===== config.mk =====
export PLATFORM = sky130hd
export DESIGN_NAME = mac_column_sequencer
export DESIGN_NICKNAME = d
export VERILOG_FILES = /design/src/rtl/mac_column_sequencer_pkg.sv /design/src/rtl/mac_adc_route.sv /design/src/rtl/mac_column_sequencer.sv
export SDC_FILE = /design/constraint.sdc
export NUM_CORES = 1
export LEC_CHECK = 0
export CORE_MARGIN = 8
export CORE_UTILIZATION = 45
export DETAILED_ROUTE_END_ITERATION = 8
export PLACE_DENSITY = 0.81
export SLEW_MARGIN = 25
export SYNTH_ARGS = -nofsm -noshare
export SYNTH_HDL_FRONTEND = slang
export SYNTH_HIERARCHICAL = 1
export SYNTH_SLANG_ARGS = --single-unit

===== constraint.sdc =====
create_clock -name clk -period 2.1 [get_ports clk]
set_input_delay 0.63 -clock clk [delete_from_list [all_inputs] [get_ports clk]]
set_output_delay 0.63 -clock clk [all_outputs]
set_load 0.01 [all_outputs]

===== src/rtl/mac_column_sequencer_pkg.sv =====
// Shared definitions for the MAC column sequencer: FSM encodings, array constants
// and the instruction decoder opcodes that launch a sequencer run.
package mac_column_sequencer_pkg;

  typedef logic [2:0] state_t;

  localparam state_t ST_IDLE  = 3'd0;
  localparam state_t ST_FETCH = 3'd1;
  localparam state_t ST_PRECH = 3'd2;
  localparam state_t ST_EVAL  = 3'd3;
  localparam state_t ST_CONV  = 3'd4;
  localparam state_t ST_WRITE = 3'd5;
  localparam state_t ST_DONE  = 3'd6;

  // Columns at or above MUX_HALF are served by MUX2/ADC2.
  localparam int          MUX_HALF  = 8;
  localparam logic [15:0] WL_GROUND = 16'hFFFF;

  // Decoder opcodes; OP_MAC is the one that pulses start.
  localparam logic [3:0] OP_NOP     = 4'h0;
  localparam logic [3:0] OP_LOAD_IF = 4'h1;
  localparam logic [3:0] OP_MAC     = 4'h2;
  localparam logic [3:0] OP_READ_OB = 4'h3;

endpackage


===== src/rtl/mac_adc_route.sv =====
// Column-to-periphery routing: picks MUX1/ADC1 for the lower half of the array,
// MUX2/ADC2 for the upper half, and returns the matching conversion result.
module mac_adc_route
  import mac_column_sequencer_pkg::*;
#(
  parameter int ARRAY_DEPTH = 4,
  parameter int ADC_BITS    = 8
) (
  input  logic [ARRAY_DEPTH-1:0] col,
  input  logic                   adc_en,
  input  logic [ADC_BITS-1:0]    adc1_data,
  input  logic [ADC_BITS-1:0]    adc2_data,
  output logic [2:0]             s_mux1,
  output logic [2:0]             s_mux2,
  output logic                   sel_mux1_to_adc,
  output logic                   sel_mux2_to_adc,
  output logic                   clk_en_adc1,
  output logic                   clk_en_adc2,
  output logic [ADC_BITS-1:0]    adc_data
);

  logic upper_s;

  // Decode the half of the array the column lives in and drive only that path.
  always_comb begin
    upper_s = (col >= ARRAY_DEPTH'(MUX_HALF));
    if (upper_s) begin
      s_mux1          = 3'd0;
      s_mux2          = col[2:0];
      sel_mux1_to_adc = 1'b0;
      sel_mux2_to_adc = 1'b1;
      clk_en_adc1     = 1'b0;
      clk_en_adc2     = adc_en;
      adc_data        = adc2_data;
    end else begin
      s_mux1          = col[2:0];
      s_mux2          = 3'd0;
      sel_mux1_to_adc = 1'b1;
      sel_mux2_to_adc = 1'b0;
      clk_en_adc1     = adc_en;
      clk_en_adc2     = 1'b0;
      adc_data        = adc1_data;
    end
  end

endmodule


===== src/rtl/mac_column_sequencer.sv =====
// MAC column sequencer: walks a column range of the RRAM array, doing
// fetch / precharge / evaluate / convert / write for each column.
module mac_column_sequencer
  import mac_column_sequencer_pkg::*;
#(
  parameter int ARRAY_SIZE  = 16,
  parameter int ARRAY_DEPTH = 4,
  parameter int IF_ADDR_W   = 5,
  parameter int ADC_BITS    = 8,
  parameter int PRE_CYCLES  = 2,
  parameter int EVAL_CYCLES = 1,
  parameter int ADC_TIMEOUT = 15
) (
  input  logic                            clk,
  input  logic                            rst,
  input  logic                            start,
  input  logic [ARRAY_DEPTH-1:0]          col_start,
  input  logic [ARRAY_DEPTH-1:0]          col_end,
  input  logic [IF_ADDR_W-1:0]            if_start_addr,
  output logic                            busy,
  output logic                            done,
  output logic                            err,
  output logic                            ib_rd_en,
  output logic [IF_ADDR_W-1:0]            ib_addr,
  input  logic [ARRAY_SIZE-1:0]           ib_data,
  output logic [ARRAY_SIZE-1:0]           wl_pattern,
  output logic                            pre,
  output logic                            enable_wl,
  output logic                            enable_bl,
  output logic                            enable_sl,
  output logic [2:0]                      s_mux1,
  output logic [2:0]                      s_mux2,
  output logic                            sel_mux1_to_adc,
  output logic                            sel_mux2_to_adc,
  output logic                            clk_en_adc1,
  output logic                            clk_en_adc2,
  input  logic [ADC_BITS-1:0]             adc1_data,
  input  logic [ADC_BITS-1:0]             adc2_data,
  input  logic                            adc_valid,
  output logic                            ob_wr_en,
  output logic [ARRAY_DEPTH+ADC_BITS-1:0] ob_data,
  input  logic                            ob_full
);

  localparam int CNT_MAX = (ADC_TIMEOUT > PRE_CYCLES)
                         ? ((ADC_TIMEOUT > EVAL_CYCLES) ? ADC_TIMEOUT : EVAL_CYCLES)
                         : ((PRE_CYCLES > EVAL_CYCLES) ? PRE_CYCLES : EVAL_CYCLES);
  localparam int CNT_W = $clog2(CNT_MAX + 1);
  localparam logic [ARRAY_SIZE-1:0] WL_GND = {ARRAY_SIZE{WL_GROUND[0]}};

  state_t                 state_r;
  logic [ARRAY_DEPTH-1:0] col_r;
  logic [ARRAY_DEPTH-1:0] col_end_r;
  logic [IF_ADDR_W-1:0]   addr_r;
  logic [CNT_W-1:0]       cnt_r;
  logic [ADC_BITS-1:0]    result_r;

  logic [ARRAY_DEPTH-1:0] route_col_s;
  logic                   route_adc_en_s;
  logic [2:0]             s_mux1_s;
  logic [2:0]             s_mux2_s;
  logic                   sel1_s;
  logic                   sel2_s;
  logic                   clk_en1_s;
  logic                   clk_en2_s;
  logic [ADC_BITS-1:0]    adc_data_s;

  // In IDLE the route looks at the incoming first column so selects are valid from the first FETCH.
  always_comb begin
    route_adc_en_s = (state_r == ST_EVAL);
    if (state_r == ST_IDLE) begin
      route_col_s = col_start;
    end else begin
      route_col_s = col_r;
    end
  end

  mac_adc_route #(
    .ARRAY_DEPTH (ARRAY_DEPTH),
    .ADC_BITS    (ADC_BITS)
  ) u_route (
    .col             (route_col_s),
    .adc_en          (route_adc_en_s),
    .adc1_data       (adc1_data),
    .adc2_data       (adc2_data),
    .s_mux1          (s_mux1_s),
    .s_mux2          (s_mux2_s),
    .sel_mux1_to_adc (sel1_s),
    .sel_mux2_to_adc (sel2_s),
    .clk_en_adc1     (clk_en1_s),
    .clk_en_adc2     (clk_en2_s),
    .adc_data        (adc_data_s)
  );

  // Sequencer FSM; every periphery output is a flop set on entry to the state that owns it.
  always_ff @(posedge clk or negedge rst) begin
    if (!rst) begin
      state_r         <= ST_IDLE;
      col_r           <= '0;
      col_end_r       <= '0;
      addr_r          <= '0;
      cnt_r           <= '0;
      result_r        <= '0;
      busy            <= 1'b0;
      done            <= 1'b0;
      err             <= 1'b0;
      ib_rd_en        <= 1'b0;
      ib_addr         <= '0;
      wl_pattern      <= WL_GND;
      pre             <= 1'b0;
      enable_wl       <= 1'b0;
      enable_bl       <= 1'b0;
      enable_sl       <= 1'b0;
      s_mux1          <= 3'd0;
      s_mux2          <= 3'd0;
      sel_mux1_to_adc <= 1'b0;
      sel_mux2_to_adc <= 1'b0;
      clk_en_adc1     <= 1'b0;
      clk_en_adc2     <= 1'b0;
      ob_wr_en        <= 1'b0;
      ob_data         <= '0;
    end else begin
      done      <= 1'b0;
      err       <= 1'b0;
      ob_wr_en  <= 1'b0;
      enable_sl <= 1'b0;
      case (state_r)
        ST_IDLE: begin
          if (start && (col_end >= col_start)) begin
            state_r         <= ST_FETCH;
            col_r           <= col_start;
            col_end_r       <= col_end;
            addr_r          <= if_start_addr;
            cnt_r           <= '0;
            busy            <= 1'b1;
            ib_rd_en        <= 1'b1;
            ib_addr         <= if_start_addr;
            s_mux1          <= s_mux1_s;
            s_mux2          <= s_mux2_s;
            sel_mux1_to_adc <= sel1_s;
            sel_mux2_to_adc <= sel2_s;
          end else if (start) begin
            done <= 1'b1;
            err  <= 1'b1;
          end else begin
            cnt_r <= '0;
          end
        end
        ST_FETCH: begin
          ib_rd_en <= 1'b0;
          if (cnt_r == '0) begin
            cnt_r <= CNT_W'(1);
          end else begin
            cnt_r           <= '0;
            wl_pattern      <= ib_data;
            pre             <= 1'b1;
            s_mux1          <= s_mux1_s;
            s_mux2          <= s_mux2_s;
            sel_mux1_to_adc <= sel1_s;
            sel_mux2_to_adc <= sel2_s;
            state_r         <= ST_PRECH;
          end
        end
        ST_PRECH: begin
          if (cnt_r == CNT_W'(PRE_CYCLES - 1)) begin
            cnt_r     <= '0;
            pre       <= 1'b0;
            enable_wl <= 1'b1;
            enable_bl <= 1'b1;
            state_r   <= ST_EVAL;
          end else begin
            cnt_r <= cnt_r + CNT_W'(1);
          end
        end
        ST_EVAL: begin
          if (cnt_r == CNT_W'(EVAL_CYCLES - 1)) begin
            cnt_r       <= '0;
            clk_en_adc1 <= clk_en1_s;
            clk_en_adc2 <= clk_en2_s;
            state_r     <= ST_CONV;
          end else begin
            cnt_r <= cnt_r + CNT_W'(1);
          end
        end
        ST_CONV: begin
          if (adc_valid) begin
            result_r    <= adc_data_s;
            clk_en_adc1 <= 1'b0;
            clk_en_adc2 <= 1'b0;
            enable_wl   <= 1'b0;
            enable_bl   <= 1'b0;
            wl_pattern  <= WL_GND;
            cnt_r       <= '0;
            state_r     <= ST_WRITE;
          end else if (cnt_r == CNT_W'(ADC_TIMEOUT - 1)) begin
            // Abort: park the array, keep whatever already reached the output buffer.
            state_r         <= ST_IDLE;
            cnt_r           <= '0;
            busy            <= 1'b0;
            done            <= 1'b1;
            err             <= 1'b1;
            wl_pattern      <= WL_GND;
            enable_wl       <= 1'b0;
            enable_bl       <= 1'b0;
            s_mux1          <= 3'd0;
            s_mux2          <= 3'd0;
            sel_mux1_to_adc <= 1'b0;
            sel_mux2_to_adc <= 1'b0;
            clk_en_adc1     <= 1'b0;
            clk_en_adc2     <= 1'b0;
            ib_addr         <= '0;
            ob_data         <= '0;
          end else begin
            cnt_r <= cnt_r + CNT_W'(1);
          end
        end
        ST_WRITE: begin
          if (!ob_full) begin
            ob_wr_en <= 1'b1;
            ob_data  <= {col_r, result_r};
            if (col_r == col_end_r) begin
              state_r         <= ST_DONE;
              busy            <= 1'b0;
              done            <= 1'b1;
              s_mux1          <= 3'd0;
              s_mux2          <= 3'd0;
              sel_mux1_to_adc <= 1'b0;
              sel_mux2_to_adc <= 1'b0;
            end else begin
              state_r  <= ST_FETCH;
              col_r    <= col_r + ARRAY_DEPTH'(1);
              addr_r   <= addr_r + IF_ADDR_W'(1);
              ib_rd_en <= 1'b1;
              ib_addr  <= addr_r + IF_ADDR_W'(1);
              cnt_r    <= '0;
            end
          end else begin
            cnt_r <= '0;
          end
        end
        ST_DONE: begin
          state_r <= ST_IDLE;
        end
        default: begin
          state_r         <= ST_IDLE;
          busy            <= 1'b0;
          ib_rd_en        <= 1'b0;
          wl_pattern      <= WL_GND;
          pre             <= 1'b0;
          enable_wl       <= 1'b0;
          enable_bl       <= 1'b0;
          sel_mux1_to_adc <= 1'b0;
          sel_mux2_to_adc <= 1'b0;
          clk_en_adc1     <= 1'b0;
          clk_en_adc2     <= 1'b0;
        end
      endcase
    end
  end

endmodule


# Word-level counts from Yosys, hierarchy flattened
# Cells that the tools add are included.
# totals
inputBits,50
out_inout_bits,52
register_bits,78
# classes
order_cmp,2
n_mux,88
n_eq_ne,21
n_addsub,3
reduce_logical,30
bitwise,7
# op_table
op,n
2-to-1 mux 3 bit,17
2-to-1 mux 16 bit,3
2-to-1 mux 4 bit,12
one-hot mux 16 bit (3 select lines),1
2-to-1 mux 12 bit,3
2-to-1 mux 1 bit,28
2-to-1 mux 5 bit,5
one-hot mux 12 bit (2 select lines),1
one-hot mux 3 bit (4 select lines),2
one-hot mux 4 bit (6 select lines),1
OR reduction 5 bit,4
one-hot mux 1 bit (3 select lines),6
one-hot mux 3 bit (6 select lines),1
AND reduction 6 bit,3
one-hot mux 5 bit (3 select lines),1
AND reduction 3 bit,5
inequality test 2 bit (second input constant),7
AND reduction 7 bit,2
AND reduction 4 bit,3
one-hot mux 1 bit (5 select lines),2
one-hot mux 5 bit (2 select lines),1
== test 3 bit (second input constant),3
adder 4 x 1 -> 4 bit (second input constant),2
2-to-1 mux 8 bit,1
25 further kinds,37

# Depth between registers and ports, before layout
# Gate-level depths: netlist of run 1.
# depth
depth_word,6
ltp_mapped,9
ltp_nobuf,7

# Modules after synthesis
# The synthesis of run 1 kept the hierarchy.
# by_module_without_submodules
mod,instances,cells_each,seq_area_each_um2,area_each_um2
mac_column_sequencer,1,400,1971.9,3962.6
mac_adc_route,1,20,0.0,173.9

# Worst setup path after synthesis of run 1
# No wires, ideal clock.
# synth_path
kind,in2reg
from,input col_start[3]
to,register s_mux1[0]
t_arrival_ns,2.239
setup_slack_ns,-0.204
path_stages,7
setup_ns,0.066
path_cell_list,inv_1 -> ha_1 -> o211ai_1 -> o211a_1 -> or2_4 -> a2111oi_4 -> a22o_1
# synth_between
elab_chain_len,5
# synth_lines
element,line_no,rtl
"start, declared",mac_column_sequencer.sv:17,"input logic [ARRAY_DEPTH-1:0] col_start,"
2-to-1 mux 4 bit,mac_column_sequencer.sv:71,if (state_r == ST_IDLE) begin
greater-or-equal comparator 4 bit,mac_adc_route.sv:26,upper_s = (col >= ARRAY_DEPTH'(MUX_HALF));
2-to-1 mux 3 bit,mac_adc_route.sv:27,if (upper_s) begin
2-to-1 mux 3 bit (on tied branches),"mac_column_sequencer.sv:151, mac_column_sequencer.sv:129",
one-hot mux 3 bit (4 select lines),mac_column_sequencer.sv:127,case (state_r)
"end signal, assigned",mac_column_sequencer.sv:138,s_mux1 <= s_mux1_s;
"end signal, assigned",mac_column_sequencer.sv:157,s_mux1 <= s_mux1_s;
"end, declared",mac_column_sequencer.sv:31,"output logic [2:0] s_mux1,"
# Parallel ways exist; a longest one is shown, timed or not. The select of a mux whose other input is x is not followed.
# A chain may end at the register's enable or synchronous reset.

# Worst setup path after layout of run 1
# layout_path
from,input col_end[2]
to,register col_r[2]
# layout_between
elab_chain_len,4
# layout_lines
element,line_no,rtl
"start, declared",mac_column_sequencer.sv:18,"input logic [ARRAY_DEPTH-1:0] col_end,"
greater-or-equal comparator 4 bit,mac_column_sequencer.sv:129,if (start && (col_end >= col_start)) begin
logical AND 1 bit,mac_column_sequencer.sv:129,
inequality test 2 x 1 -> 1 bit (no source line),--,
AND reduction 4 bit (no source line),--,
"end signal, assigned",mac_column_sequencer.sv:131,col_r <= col_start;
"end signal, assigned",mac_column_sequencer.sv:231,col_r <= col_r + ARRAY_DEPTH'(1);
"end, declared",mac_column_sequencer.sv:52,logic [ARRAY_DEPTH-1:0] col_r;
# Every way passes these cells.

==> flow_metrics.tcl, run 1 <==
set metrics [dict create \
    die_h_um 112 \
    synthTopCellsByCount "dfrtp_1 (62), nand2_1 (48), o21ai_0 (32)" \
    ys_warn_count 6 \
    synth.top_cell.area_share_pct 37.5 \
    rows 35 \
    reg2reg_depth 6 \
    critPathKind "in2reg" \
    crit_start "col_end[2]" \
    cp.arrival_ns 2.35 \
    initialDrtViolationCount 206 \
    setup_ws_ns -0.00620 \
    hold_viol_final 0 \
    synth-async-reset-ratio_pct 100 \
    drv_cap 0 \
    wl_per_cell_um 17.2 \
    root_buffer "clkbuf_8" \
    place_area_um2 5680 \
    port_buffers 100 \
    synth_top_area_cell "dfrtp_1" \
    tightest_slew_ns 0.593 \
    ir_worst_vdd_mv 0.695 \
    ys.flop_type "dfrtp_1" \
    yosysMostFrequentCell "dfrtp_1" \
    setup_viol 1 \
    drc 0 \
    grt_pass1_wl_um 19400 \
    layout-drive-gt1-share_pct 28.4 \
    core-area_um2 9060 \
    status "complete, but fails checks" \
    rrSetupSlack_ns 0.04 \
    diodes 0 \
    vias 3694 \
    path_max_fanout 6 \
    fmax_mhz 475 \
    hp-class "in2async" \
    ys_seq_area_share_pct 47.7 \
    post-dp-hpwl_um 8650 \
    violations "setup timing" \
    grt_use_total_pct 18.9 \
    setup_tns_ns -0.00620 \
    worst_setup_path_start_kind "input port" \
    cts_tree "yes" \
    clock_sinks 78 \
    cts_buffers 9 \
    synth.distinct_cells 58 \
    p_per_area_nw_per_um2 1400 \
    synthCells 420 \
    max-slew-margin-rel_pct 60.5 \
    h-tree-depth 3 \
    finalNetCount 630 \
    routed_wl_um 11800 \
    clock_latency_ns 0.37 \
    path_clk_slew_ns 0.10 \
    syn_avg_cell_area_um2 9.85 \
    synth_edf_count 0 \
    cts.path.max_buffers 2 \
    utilization_pct 66.7 \
    dp_slack_ns -0.823 \
    power.leakage_nw 2.73 \
    cp.required_ns 2.34 \
    fp.dieArea_um2 12500 \
    grt_max_degree 49 \
    ioPinCount 102 \
    dr.pass1.iters 4 \
    antenna_found_initial 0 \
    fin_crit_sh_pct 100 \
    ys_top_cells_by_area "dfrtp_1 (38%), dfstp_2 (10%), mux2_2 (6.3%)" \
    stdcell_area_um2 6050 \
    die_x_um 112 \
    fillers 701 \
    rsz0062_at_grt "yes" \
    ys_seq_elements 78 \
    finClkSkew_ns 0.0191 \
    ant_nets 0 \
    viasPerCell 5.39 \
    rr_endpoint "state_r[0]" \
    slew_violations 0 \
    endpoint_kind "flip-flop" \
    syn_area_um2 4140 \
    overflow 0 \
    syn-num-nets 481 \
    reg2reg_from "state_r[1]" \
    syn2layout_area_growth_pct 46.3 \
    gp_congestion 0.877 \
    initial_utilization_pct 45.6 \
    first_global_vias 3955 \
    timing.final.crit_period_ns 2.11 \
]
-- registers in the layout (all words and copies together) (netlist names), 3 cells and up --
name and count:
addr_r 5, cnt_r 4, col_end_r 4, col_r 4
ib_addr 5, ob_data 12, result_r 8, s_mux1 3
s_mux2 3, state_r 3, wl_pattern 16
-- metal layers --
metal / wire, µm / global-route usage [%] / part of all wire (%)
met1: 4790 / 21.2 / 41
met3: 823 / 6.60 / 7.0
met4: 213 / 5.38 / 1.8
met2: 5930 / 33.0 / 50
met5: 0 / 0 / 0
-- power by group --
| group | internal, mW | switching (mW) |
|---|---|---|
| clock network | 0.678 | 0.599 |
| logic | 2.43 | 2.27 |
| registers | 2.13 | 0.390 |
-- through the flow --
stage	hold slack [ns]	cells	power (mW)
after floorplan	0.334	420	5.05
after global placement	0.450	664	6.76
after CTS	0.292	685	8.38
after global routing	0.310	685	9.05
after detailed placement	0.457	664	6.92
final	0.272	685	8.50
-- cell type report --
type / count / area, µm² / area share [%]
clock inverters: 6 / 93.8 / 1.55
multi-input cells: 285 / 2040 / 33.6
flip-flops and latches: 78 / 1970 / 32.6
clock buffers: 10 / 128 / 2.11
well taps: 111 / 139 / 2.30
inverters: 29 / 129 / 2.13
repair buffers: 166 / 1550 / 25.6
-- kinds of logic after synthesis --
family / Yosys count / synth area share [%]
AND/OR/NAND/NOR: 132 / 16.0
AO/OA/AOI/OAI: 106 / 17.4
flip-flops: 78 / 47.7
buffers and inverters: 57 / 6.32
multiplexers: 27 / 7.35
adder cells (fa/ha/maj): 11 / 3.51
XOR/XNOR: 8 / 1.69
other: 1 / 0.0907
-- critical path: stages --
cell and delay [ns]:
buf_2 0.13, ha_4 0.27, o211ai_1 0.11, o211a_1 0.30, a2111o_1 0.45, buf_6 0.17
o21ai_0 0.19, o21ai_1 0.10
-- timing repair --
action | in CTS | in global routing
setup buffers | 5 | 1
hold buffers | 0 | 0
pin swaps | 16 | 9
setup endpoints to repair | 36 | 44
resized for setup | 42 | 31
-- cell usage in the layout (no fill, tap or decap), types with 10 or more instances in the layout --
master	netlist	final
clkdlybuf4s50_1	0	81
inv_1	29	25
nand2_1	48	47
buf_4	5	59
a22o_1	10	10
dfstp_2	16	16
a21oi_1	26	25
nor3_1	25	23
dfrtp_1	62	60
o21ai_0	32	26
nor2_1	20	20
mux2_2	23	23
-- how the worst max path moves through the flow --
| stage | to | slack, ns | depth (start not counted) |
|---|---|---|---|
| after detailed placement | ib_addr[1] | -0.82 | 10 |
| after global routing | s_mux1[2] | -0.06 | 8 |
| after global placement | addr_r[1] | -0.77 | 11 |
| after floorplan | col_r[3] | -0.12 | 8 |
| after CTS | state_r[0] | -0.07 | 10 |
| final | col_r[2] | -0.006 | 8 |
Note: power is estimated with default switching activity, not from simulation.
==> inputs of run 2 (changes only) <==
--- a/config.mk
+++ b/config.mk
@@ -5,6 +5,7 @@
 export SDC_FILE = /design/constraint.sdc
 export NUM_CORES = 1
 export LEC_CHECK = 0
+export CORE_ASPECT_RATIO = 1.25
 export CORE_MARGIN = 8
 export CORE_UTILIZATION = 45
 export DETAILED_ROUTE_END_ITERATION = 8
==> run 2 against run 1 <==
Net effect:
- the flow now finishes without violations
- via count grew 0.97%
- design area is 1.4% higher
- sequential share of layout area down 0.45 points
- worst hold slack worse by 0.042 ns
- critical path depth rose by 1
- first-iteration DRC count fell by 6.3%
- total power rose by 4.8%
- sequential power barely moved
- critical path type unchanged
==> flow_metrics.tcl, run 2 (synthesis gave the netlist of run 1 again) <==
set metrics [dict create \
    cp_slowest_cell "a211o_4" \
    hold_buffers 0 \
    rsz0062_at_grt "yes" \
    fillers 685 \
    path_clk_slew_ns 0.06 \
    setup_viol 0 \
    placed_cells_incl_taps 670 \
    path_max_fanout 6 \
    ant_nets 0 \
    initial_utilization_pct 45.8 \
    post-dp-hpwl_um 9180 \
    fin_cells 688 \
    max_stage_delay_ns 0.30 \
    port_buffers 100 \
    finClkSkew_ns 0.00727 \
    power.internal_mw 5.62 \
    viasPerCell 5.42 \
    grt_use_total_pct 19.9 \
    p_comb_share_pct 51.5 \
    die_x_um 102 \
    worst_setup_path_start_kind "input port" \
    hp-class "in2async" \
    layout-drive-gt1-share_pct 28.7 \
    drv_cap 0 \
    routed_wl_um 12200 \
    layout.cells.most_common "clkdlybuf4s50_1" \
    final_cell_mix "clkdlybuf4s50_1 (88), dfrtp_1 (59), buf_4 (52)" \
    overflow 0 \
    cts.path.max_buffers 2 \
    ioPinCount 102 \
    cp.arrival_ns 2.30 \
    fmax_mhz 482 \
    ir_worst_vdd_mv 0.857 \
    power_mw 8.91 \
    slew_violations 0 \
    seq_power_share_pct 28.6 \
    cp.required_ns 2.32 \
    top_register "wl_pattern" \
    largest_reg_flops 16 \
    path_cells "buf_12 > inv_12 > ha_4 > o211ai_1 > o211a_1 > buf_6 > or2_4 > a211o_4 > a22o_1" \
    gp_congestion 0.895 \
    rows 39 \
    clkPwrFrac_pct 19.8 \
    clock_sinks 78 \
    die_h_um 123 \
    power.leakage_nw 2.74 \
    clock_latency_ns 0.34 \
    drc 0 \
    h-tree-depth 3 \
    initialDrtViolationCount 193 \
    fp.dieArea_um2 12500 \
    finalNetCount 621 \
    cts_tree "yes" \
    root_buffer "clkbuf_16" \
    grt_max_degree 36 \
    largest_registers "wl_pattern: 16 flops, ob_data: 12 flops, result_r: 8 flops" \
    critPathKind "in2reg" \
    status "finished, final reports clean" \
    cts_buffers 9 \
    core-area_um2 9030 \
    timing.final.crit_period_ns 2.07 \
    p_per_area_nw_per_um2 1450 \
    fin_hold_ws_ns 0.229 \
    fin_crit_sh_pct 98.8 \
    endpoint_kind "flip-flop" \
    syn2layout_area_growth_pct 48.4 \
    dr.pass1.iters 4 \
    p_sw_share_pct 36.9 \
    wl_per_cell_um 17.8 \
    grt_pass1_wl_um 19400 \
    diodes 0 \
    vias 3730 \
    power.switching_mw 3.29 \
    first_global_vias 4025 \
    antenna_found_initial 0 \
    hold_viol_final 0 \
]
==> run 2: layout make-up <==
cell class                      instances  area (µm²)  share of cell area, %
Clock buffer                           10         229                   3.73
Clock inverter                          6         110                   1.79
Inverter                               29         129                   2.10
Multi-Input combinational cell        285        2040                   33.2
Sequential cell                        78        1980                   32.2
Tap cell                              123         154                   2.51
Timing Repair Buffer                  157        1500                   24.4
==> run 2: worst max-delay path, delay by kind of cell <==
family / cells / cell delay, ns
compound gates: 4 / 0.87
fa+ha+maj: 1 / 0.25
buf+inv: 3 / 0.26
simple gates: 1 / 0.28
==> run 2: power by group through the flow <==
stage          Sequential [mW]  Clock, mW  Combinational, mW
6_report                  2.55       1.77               4.59
5_1_grt                   2.62       1.85               4.98
4_1_cts                   2.54       1.81               4.42
3_5_place_dp              2.56          0               4.34
3_3_place_gp              2.52          0               4.19
2_1_floorplan             2.62          0               2.43
==> run 2: per-stage QoR <==
| stage | setup TNS (ns) | util [%] | setup slack (ns) | area [µm²] |
|---|---|---|---|---|
| after global placement | -30.75 | 62.7 | -0.789 | 5660 |
| after CTS | -0.170 | 66.7 | -0.0448 | 6020 |
| final | 0 | 68.0 | 0.0259 | 6140 |
| after floorplan | -0.704 | - | -0.122 | 4200 |
| after global routing | -0.0807 | 68.0 | -0.0212 | 6140 |
| after detailed placement | -32.56 | 62.7 | -0.832 | 5660 |
==> run 2: final timing paths <==
kind / endpoint / slack [ns] / startpoint / cells past startpoint
max reg2reg: s_mux1[1] / 0.07 / col_end_r[3] / 5
max: s_mux1[1] / 0.03 / col_start[3] / 9
min reg2reg: wl_pattern[7] / 0.46 / wl_pattern[7] / 2
min: pre / 0.23 / rst / 1
min in group clk: wl_pattern[7] / 0.46 / wl_pattern[7] / 2
max in group asynchronous: cnt_r[1] / 1.31 / rst / 2
==> run 2: per-layer routing <==
layer / wire, µm / global-route usage (%) / up-vias
li1: - / - / 1750
met1: 4530 / 20.5 / 1830
met2: 6440 / 35.7 / 124
met3: 929 / 6.37 / 26
met4: 321 / 9.06 / 0
met5: 0 / 0 / -
==> run 2: what timing repair did <==
action                                  in CTS  in global routing
setup buffers                                2                  1
gates resized for setup                     42                 35
pin swaps                                   13                  3
endpoints found under the setup margin      37                 36
endpoints found under the hold margin        0                  0
==> inputs of run 3 (changes only) <==
--- a/config.mk
+++ b/config.mk
@@ -5,6 +5,7 @@
 export SDC_FILE = /design/constraint.sdc
 export NUM_CORES = 1
 export LEC_CHECK = 0
+export ABC_CLOCK_PERIOD_IN_PS = 2100
 export CORE_ASPECT_RATIO = 1.25
 export CORE_MARGIN = 8
 export CORE_UTILIZATION = 45
==> results of run 3 <==
Final layout, timing and power as in run 2 (identical DEF).
